<file path="config.mk">
export PLATFORM = sky130hd
export DESIGN_NAME = grf_wb_bypass_flat
export DESIGN_NICKNAME = d
export VERILOG_FILES = /design/src/rtl/grf_wb_bypass_if.sv /design/src/rtl/grf_wb_bypass.sv /design/src/flat_wrapper.sv
export SDC_FILE = /design/constraint.sdc
export NUM_CORES = 2
export LEC_CHECK = 0
export ABC_AREA = 1
export CORE_ASPECT_RATIO = 1.75
export CORE_MARGIN = 2
export CORE_UTILIZATION = 52
export DETAILED_ROUTE_END_ITERATION = 8
export PLACE_DENSITY = 0.73
export SLEW_MARGIN = 5
export SYNTH_ARGS = -nofsm -noshare
export SYNTH_HDL_FRONTEND = slang
export SYNTH_SLANG_ARGS = --single-unit
</file>
<file path="constraint.sdc">
create_clock -name clk -period 39 [get_ports clk]
set_clock_uncertainty 0.2 [all_clocks]
set_input_delay 7.8 -clock clk [delete_from_list [all_inputs] [get_ports clk]]
set_output_delay 7.8 -clock clk [all_outputs]
set_load 0.02 [all_outputs]
</file>
<file path="src/rtl/grf_wb_bypass_if.sv">
// WB-stage write port, two decode read ports and the commit trace record of the register file.
// master = pipeline side, slave = register file.
interface grf_wb_bypass_if;
    logic        WE;
    logic [4:0]  WAddr;
    logic [31:0] WData;
    logic [31:0] WPC;
    logic [4:0]  RAddr1;
    logic [4:0]  RAddr2;
    logic [31:0] RData1;
    logic [31:0] RData2;
    logic        TraceValid;
    logic [31:0] TracePC;
    logic [4:0]  TraceAddr;
    logic [31:0] TraceData;
    logic [31:0] CommitCount;

    modport master (
        output WE, WAddr, WData, WPC, RAddr1, RAddr2,
        input  RData1, RData2, TraceValid, TracePC, TraceAddr, TraceData, CommitCount
    );

    modport slave (
        input  WE, WAddr, WData, WPC, RAddr1, RAddr2,
        output RData1, RData2, TraceValid, TracePC, TraceAddr, TraceData, CommitCount
    );
endinterface

</file>
<file path="src/rtl/grf_wb_bypass.sv">
// 32x32 register file with same-cycle WB->ID bypass; reads are combinational, writes land on the edge.
// Trace record and commit counter are registered (1 cycle); no backpressure, one write accepted every cycle.
module grf_wb_bypass (
    input  logic             clk,
    input  logic             reset,
    grf_wb_bypass_if.slave   bus
);
    logic [31:0] regs [1:31];
    logic        trace_valid;
    logic [31:0] trace_pc;
    logic [4:0]  trace_addr;
    logic [31:0] trace_data;
    logic [31:0] commit_count;
    logic        commit;

    // Writes to $0 are dropped entirely: no store, no trace, no count.
    assign commit = bus.WE && (bus.WAddr != 5'd0);

    always_ff @(posedge clk or posedge reset) begin
        if (reset) begin
            for (int i = 1; i < 32; i++) begin
                regs[i] <= '0;
            end
            trace_valid  <= 1'b0;
            trace_pc     <= '0;
            trace_addr   <= '0;
            trace_data   <= '0;
            commit_count <= '0;
        end else begin
            trace_valid <= commit;
            if (commit) begin
                regs[bus.WAddr] <= bus.WData;
                trace_pc        <= bus.WPC;
                trace_addr      <= bus.WAddr;
                trace_data      <= bus.WData;
                commit_count    <= commit_count + 32'd1;
            end
        end
    end

    // Bypass stays live during reset since it is purely combinational.
    assign bus.RData1 = (bus.RAddr1 == 5'd0)                 ? 32'd0     :
                        (bus.WE && bus.WAddr == bus.RAddr1) ? bus.WData :
                                                               regs[bus.RAddr1];
    assign bus.RData2 = (bus.RAddr2 == 5'd0)                 ? 32'd0     :
                        (bus.WE && bus.WAddr == bus.RAddr2) ? bus.WData :
                                                               regs[bus.RAddr2];

    assign bus.TraceValid  = trace_valid;
    assign bus.TracePC     = trace_pc;
    assign bus.TraceAddr   = trace_addr;
    assign bus.TraceData   = trace_data;
    assign bus.CommitCount = commit_count;
endmodule
</file>
<file path="src/flat_wrapper.sv">
// flat-port wrapper written by rule: the top's interface ports become plain ports
module grf_wb_bypass_flat 
  (clk, reset, bus_WE, bus_WAddr, bus_WData, bus_WPC, bus_RAddr1, bus_RAddr2, bus_RData1, bus_RData2, bus_TraceValid, bus_TracePC, bus_TraceAddr, bus_TraceData, bus_CommitCount);
  grf_wb_bypass_if bus_i ();
  input  logic clk;
  input  logic reset;
  input wire logic [$bits(bus_i.WE)-1:0] bus_WE;
  input wire logic [$bits(bus_i.WAddr)-1:0] bus_WAddr;
  input wire logic [$bits(bus_i.WData)-1:0] bus_WData;
  input wire logic [$bits(bus_i.WPC)-1:0] bus_WPC;
  input wire logic [$bits(bus_i.RAddr1)-1:0] bus_RAddr1;
  input wire logic [$bits(bus_i.RAddr2)-1:0] bus_RAddr2;
  output wire logic [$bits(bus_i.RData1)-1:0] bus_RData1;
  output wire logic [$bits(bus_i.RData2)-1:0] bus_RData2;
  output wire logic [$bits(bus_i.TraceValid)-1:0] bus_TraceValid;
  output wire logic [$bits(bus_i.TracePC)-1:0] bus_TracePC;
  output wire logic [$bits(bus_i.TraceAddr)-1:0] bus_TraceAddr;
  output wire logic [$bits(bus_i.TraceData)-1:0] bus_TraceData;
  output wire logic [$bits(bus_i.CommitCount)-1:0] bus_CommitCount;
  assign bus_i.WE = bus_WE;
  assign bus_i.WAddr = bus_WAddr;
  assign bus_i.WData = bus_WData;
  assign bus_i.WPC = bus_WPC;
  assign bus_i.RAddr1 = bus_RAddr1;
  assign bus_i.RAddr2 = bus_RAddr2;
  assign bus_RData1 = bus_i.RData1;
  assign bus_RData2 = bus_i.RData2;
  assign bus_TraceValid = bus_i.TraceValid;
  assign bus_TracePC = bus_i.TracePC;
  assign bus_TraceAddr = bus_i.TraceAddr;
  assign bus_TraceData = bus_i.TraceData;
  assign bus_CommitCount = bus_i.CommitCount;
  grf_wb_bypass u_core (.clk(clk), .reset(reset), .bus(bus_i));
endmodule
</file>
# == Word-level counts from Yosys, hierarchy flattened ==
# Index checks and enable logic that the tools add are counted.
# op_classes
add_sub_neg,1
n_mul,0
div,0
magnitude_cmp,4
n_eq_ne,2
shifts,0
n_mux,13
bitwise_logic,3
n_reduce_logical,7
# op_table
op,n
bitwise mux 992 bit,1
binary-select mux 32 bit (select 5 bit),2
2-to-1 mux 32 bit,9
demux 32 bit (select 5 bit),1
adder 32 x 1 -> 32 bit (second input constant),1
greater-or-equal comparator 6 bit (second input constant),3
inverter 5 -> 6 bit,3
equality test 5 bit,2
logical NOT 5 bit,2
less-than comparator 6 x 1 -> 1 bit (second input constant),1
nonzero test 5 bit,1
logical AND 1 bit,4
# word_totals
register_bits,1094
latch_bits,0
ram_bits,0
rom_bits,0
input_bits,82
output_inout_bits,166
n_memories,0

# == Longest topological paths before layout ==
# depth
word_depth,6
ltp_mapped,14
mapped_depth_nobuf,10

# == Worst setup path after synthesis ==
# OpenSTA, ideal clock, no wires.
# synth_timing
path_type,input -> output
start,in bus_RAddr1[2]
end,out bus_RData1[21]
t_arrival_ns,9.250
required_time_ns,31.000
setup_slack_ns,21.750
stages,8
path_buffers,2
path_cell_list,clkbuf_1 -> nor2_1 -> inv_1 -> nor4_1 -> clkbuf_1 -> nor2_1 -> nand2_1 -> inv_1
# synth_between
elab_chain_len,6
word_cells_on_any_way,9
classes_between,1 x eq/ne; 5 x mux; 1 x bitwise; 2 x reduce/logical
# synth_lines
item,line_no,text
start: declaration,flat_wrapper.sv:11,input wire logic [$bits(bus_i.RAddr1)-1:0] bus_RAddr1;
inverter 5 -> 6 bit (implied by the code),grf_wb_bypass.sv:44,regs[bus.RAddr1];
binary-select mux 32 bit (select 5 bit),grf_wb_bypass.sv:44,
2-to-1 mux 32 bit (implied by the code) (2 in series),grf_wb_bypass.sv:44,
2-to-1 mux 32 bit,grf_wb_bypass.sv:43,(bus.WE && bus.WAddr == bus.RAddr1) ? bus.WData :
2-to-1 mux 32 bit (*),grf_wb_bypass.sv:42,assign bus.RData1 = (bus.RAddr1 == 5'd0) ? 32'd0 :
end: declaration,flat_wrapper.sv:13,output wire logic [$bits(bus_i.RData1)-1:0] bus_RData1;
# Mark *: on every way between the ends. The rest lies on a longest branch, timed or not. The select of a mux whose other input is x is not followed.

# == Worst setup path after layout ==
# layout_timing
start,in bus_RAddr2[0]
end,out bus_RData2[14]
# layout_between
elab_chain_len,6
word_cells_on_any_way,9
classes_between,1 x eq/ne; 5 x mux; 1 x bitwise; 2 x reduce/logical
# layout_lines
item,line_no,text
start: declaration,flat_wrapper.sv:12,input wire logic [$bits(bus_i.RAddr2)-1:0] bus_RAddr2;
inverter 5 -> 6 bit (implied by the code),grf_wb_bypass.sv:47,regs[bus.RAddr2];
binary-select mux 32 bit (select 5 bit),grf_wb_bypass.sv:47,
2-to-1 mux 32 bit (implied by the code) (2 in series),grf_wb_bypass.sv:47,
2-to-1 mux 32 bit,grf_wb_bypass.sv:46,(bus.WE && bus.WAddr == bus.RAddr2) ? bus.WData :
2-to-1 mux 32 bit (*),grf_wb_bypass.sv:45,assign bus.RData2 = (bus.RAddr2 == 5'd0) ? 32'd0 :
end: declaration,flat_wrapper.sv:14,output wire logic [$bits(bus_i.RData2)-1:0] bus_RData2;
# Marked as above.

==> summary.md <==
| Metric | Value |
|---|---|
| R2R setup slack | `roughly 37 ns` |
| Yosys top cell area share | `a little over two fifths` |
| Die Ht | `461.6 um` |
| Max-Cap Viols | `0` |
| Synthesized instance count | `9438` |
| Leakage power total | `between 30 and 40 nW` |
| Clock buffer depth | `3` |
| Main area contributors after synthesis | `dfrtp_1, nand2_1, nand3_1` |
| Die Area | `122500 sq um` |
| Fin. Hold Viols | `0` |
| Crit path launch type | `input port` |
| Most common cell after layout, fill and taps aside | `nand2_1` |
| TNS Setup | `0 ns` |
| CP max FO | `169` |
| Slew Viols, Final | `0` |
| Buffers added on ports | `247` |
| Cell area after layout | `68590 sq um` |
| CORE AREA | `118500 sq um` |
| Postcts setup bufs | `0` |
| Peak supply drop | `33.76 uV` |
| FF-to-FF Start | `u_core.bus.CommitCount[2]` |
| # fillers | `roughly 11000` |
| Gr usage total | `between 30% and 40%` |
| Resize count post-CTS | `0` |
| RSZ-0062 raised after global routing | `false` |
| First-pass GRT wire length | `approximately 360000 um` |
| Worst-path clk slew | `0.06 ns` |
| Setup crit end | `bus_RData2[14]` |
| Status | `complete, no violations` |
| P&R area growth vs syn | `10.24%` |
| Placed Cells | `~11000` |
| Layout Nets | `approximately 9200` |
| Dpl cell area | `64780 sq um` |
| Post-route clock period utilization | `approximately 54%` |
| Seq. cell area | `between 20000 and 30000 sq um` |
| Initial antenna violation count | `9` |
| Clock Root Buffer | `clkbuf_16` |
| Tmin final | `20.99 ns` |
| Worst Max-Slew Pin Slew | `1.458 ns` |
| Cell Area, Synth | `62220 sq um` |
| Endpoints failing setup | `0` |
| Starting Density | `a little over half` |
| Depth of the CTS H-tree | `3` |
| Yosys warnings | `0` |
| Crit. End Element | `output port` |
| Worst Path Required | `31.00 ns` |
| Vias per inst | `5.990` |
| Hold-fix buffers, CTS | `0` |
| I/O pin count | `roughly 250` |
| Net Count, Synth | `9521` |
| Final WL | `240200 um` |
| Highest clock rate | `47.65 MHz` |
| Router iterations before antenna repair | `9` |
| Most frequent cells in the layout | `nand2_1, nand3_1, dfrtp_1` |
| CTS tree | `built` |
| R2R Path End | `u_core.bus.CommitCount[27]` |
| Yosys reg bits | `approximately 1100` |
| Clock Latency Late Sink | `approximately 0.75 ns` |
| Starting DRT DRC Count | `about 8900` |
| Tightest Hold Check Type | `reg -> reg` |
| Crit. Startpoint | `bus_RAddr2[0]` |
| Post-DRT Antenna Nets | `0` |
| Crit path DAT | `12.99 ns` |
| Vias | `64563` |
| Clock buffer count from CTS | `105` |
| Die W | `265.5 um` |
| HPWL Detailed | `132200 um` |
| Distinct cells, synth | `25` |
| Clock sink total | `1094` |
| Largest net degree at the start of global routing | `177` |
| Max_slew headroom | `under 10%` |
| Wire per inst | `22.29 um` |
| Crit Path Category | `in -> out` |
| # rows | `between 150 and 200` |
| Proportion of layout cells with a drive suffix above 1 | `3.761%` |
| Syn_area_per_cell | `6.592 sq um` |
| Non-Filler Instances | `10779` |
| Worst r2r path cells | `7` |
| P per Cell Area | `~50 nW/um^2` |
| Register area share after synthesis | `around 44%` |
| Yosys top cell by area | `dfrtp_1` |
| Area of the multi-input gates | `29380 sq um` |
| Total gr overflow | `0` |
| GP Congestion | `0.8908` |
| Vias in the first global route | `61361` |
| Drc violations | `0` |
## sequential cells by signal, indices dropped and copies added, names as in the netlist
signal                  count
u_core.bus.TracePC         32
u_core.bus.TraceValid       1
u_core.bus.TraceData       32
u_core.bus.CommitCount     32
u_core.bus.TraceAddr        5
u_core.regs               992
## power breakdown
part / total (mW) / switching [mW] / leakage [nW] / internal [mW]
sequential: 1.48 / 0.139 / 14.1 / 1.34
clock: 1.14 / 0.486 / 1.84 / 0.653
combinational: 0.749 / 0.491 / 18.2 / 0.258
total: 3.37 / 1.12 / 34.1 / 2.25
## cell usage after synthesis
master,n
a21oi_1,290
buf_1,44
buf_2,80
buf_4,1
clkbuf_1,606
clkinv_1,2
dfrtp_1,1094
ha_1,1
inv_1,728
inv_2,4
nand2_1,3447
nand2_2,12
nand3_1,1232
nand3b_1,7
nand4_1,6
nor2_1,837
nor2_4,1
nor3_1,16
nor4_1,3
nor4_4,2
o21ai_0,995
o21ai_1,4
o22ai_1,6
xnor2_1,3
xor2_1,17
## cells by family (layout without fill, tap and decap cells)
family | Yosys count | in the layout | share of synthesized area [%]
DFF | 1094 | 1094 | 44.00
buffers and inverters | 1465 | 1279 | 9.005
AOI/OAI and AO/OA | 1295 | 1295 | 10.43
other | 0 | 6 | 0
xor gates and xnor gates | 20 | 20 | 0.2815
adders and majority gates | 1 | 1 | 0.02011
and+or+nand+nor | 5563 | 5563 | 36.27
## metrics by stage
stage / power, mW / setup WS [ns] / hold slack, ns / util [%]
after floorplan: 1.986 / 0.1988 / 0.2530 / -
after global placement: 2.200 / 18.42 / 0.2595 / 54.68
after detailed placement: 2.227 / 18.41 / 0.2643 / 54.68
after CTS: 3.355 / 18.40 / 0.2820 / 57.88
after global routing: 3.533 / 18.21 / 0.2951 / 57.89
final: 3.369 / 18.01 / 0.2794 / 57.89
## worst max-delay path: stages
cell             delay [ns]
buf_8                  0.24
inv_8                  0.66
buf_12                 0.62
o22ai_1                0.16
nor2_1                 0.22
nand3_4                1.02
nand3_1                0.71
nand2_1                0.28
inv_1                  0.12
clkdlybuf4s50_1        0.61
## worst min-delay path by stage
stage | start | to | slack (ns) | cells after the start
global route | u_core.regs[842] | u_core.regs[842] | 0.30 | 2
finish | u_core.bus.TracePC[1] | u_core.bus.TracePC[1] | 0.28 | 2
floorplan | u_core.regs[127] | u_core.regs[127] | 0.25 | 2
CTS | u_core.bus.TracePC[1] | u_core.bus.TracePC[1] | 0.28 | 2
detailed placement | u_core.bus.TracePC[1] | u_core.bus.TracePC[1] | 0.26 | 2
global placement | u_core.bus.TraceAddr[0] | u_core.bus.TraceAddr[0] | 0.26 | 2
## layer usage
metal / wire [um] / share of wire, % / global-route usage (%)
met5: 59 / 0.025 / 0
met4: 19230 / 8.0 / 27.96
met3: 28080 / 12 / 8.857
met2: 107400 / 45 / 61.67
met1: 85470 / 36 / 46.35
## final cells by class
class	count	area share, %
clock buffer	139	4.341
clock inverter	56	1.188
antenna	6	0.02189
inverter	734	4.075
sequential	1094	39.91
multi-input combinational	6879	42.83
timing repair buffer	350	4.860
tap	1521	2.775
Power figures use the tool's default switching activity.
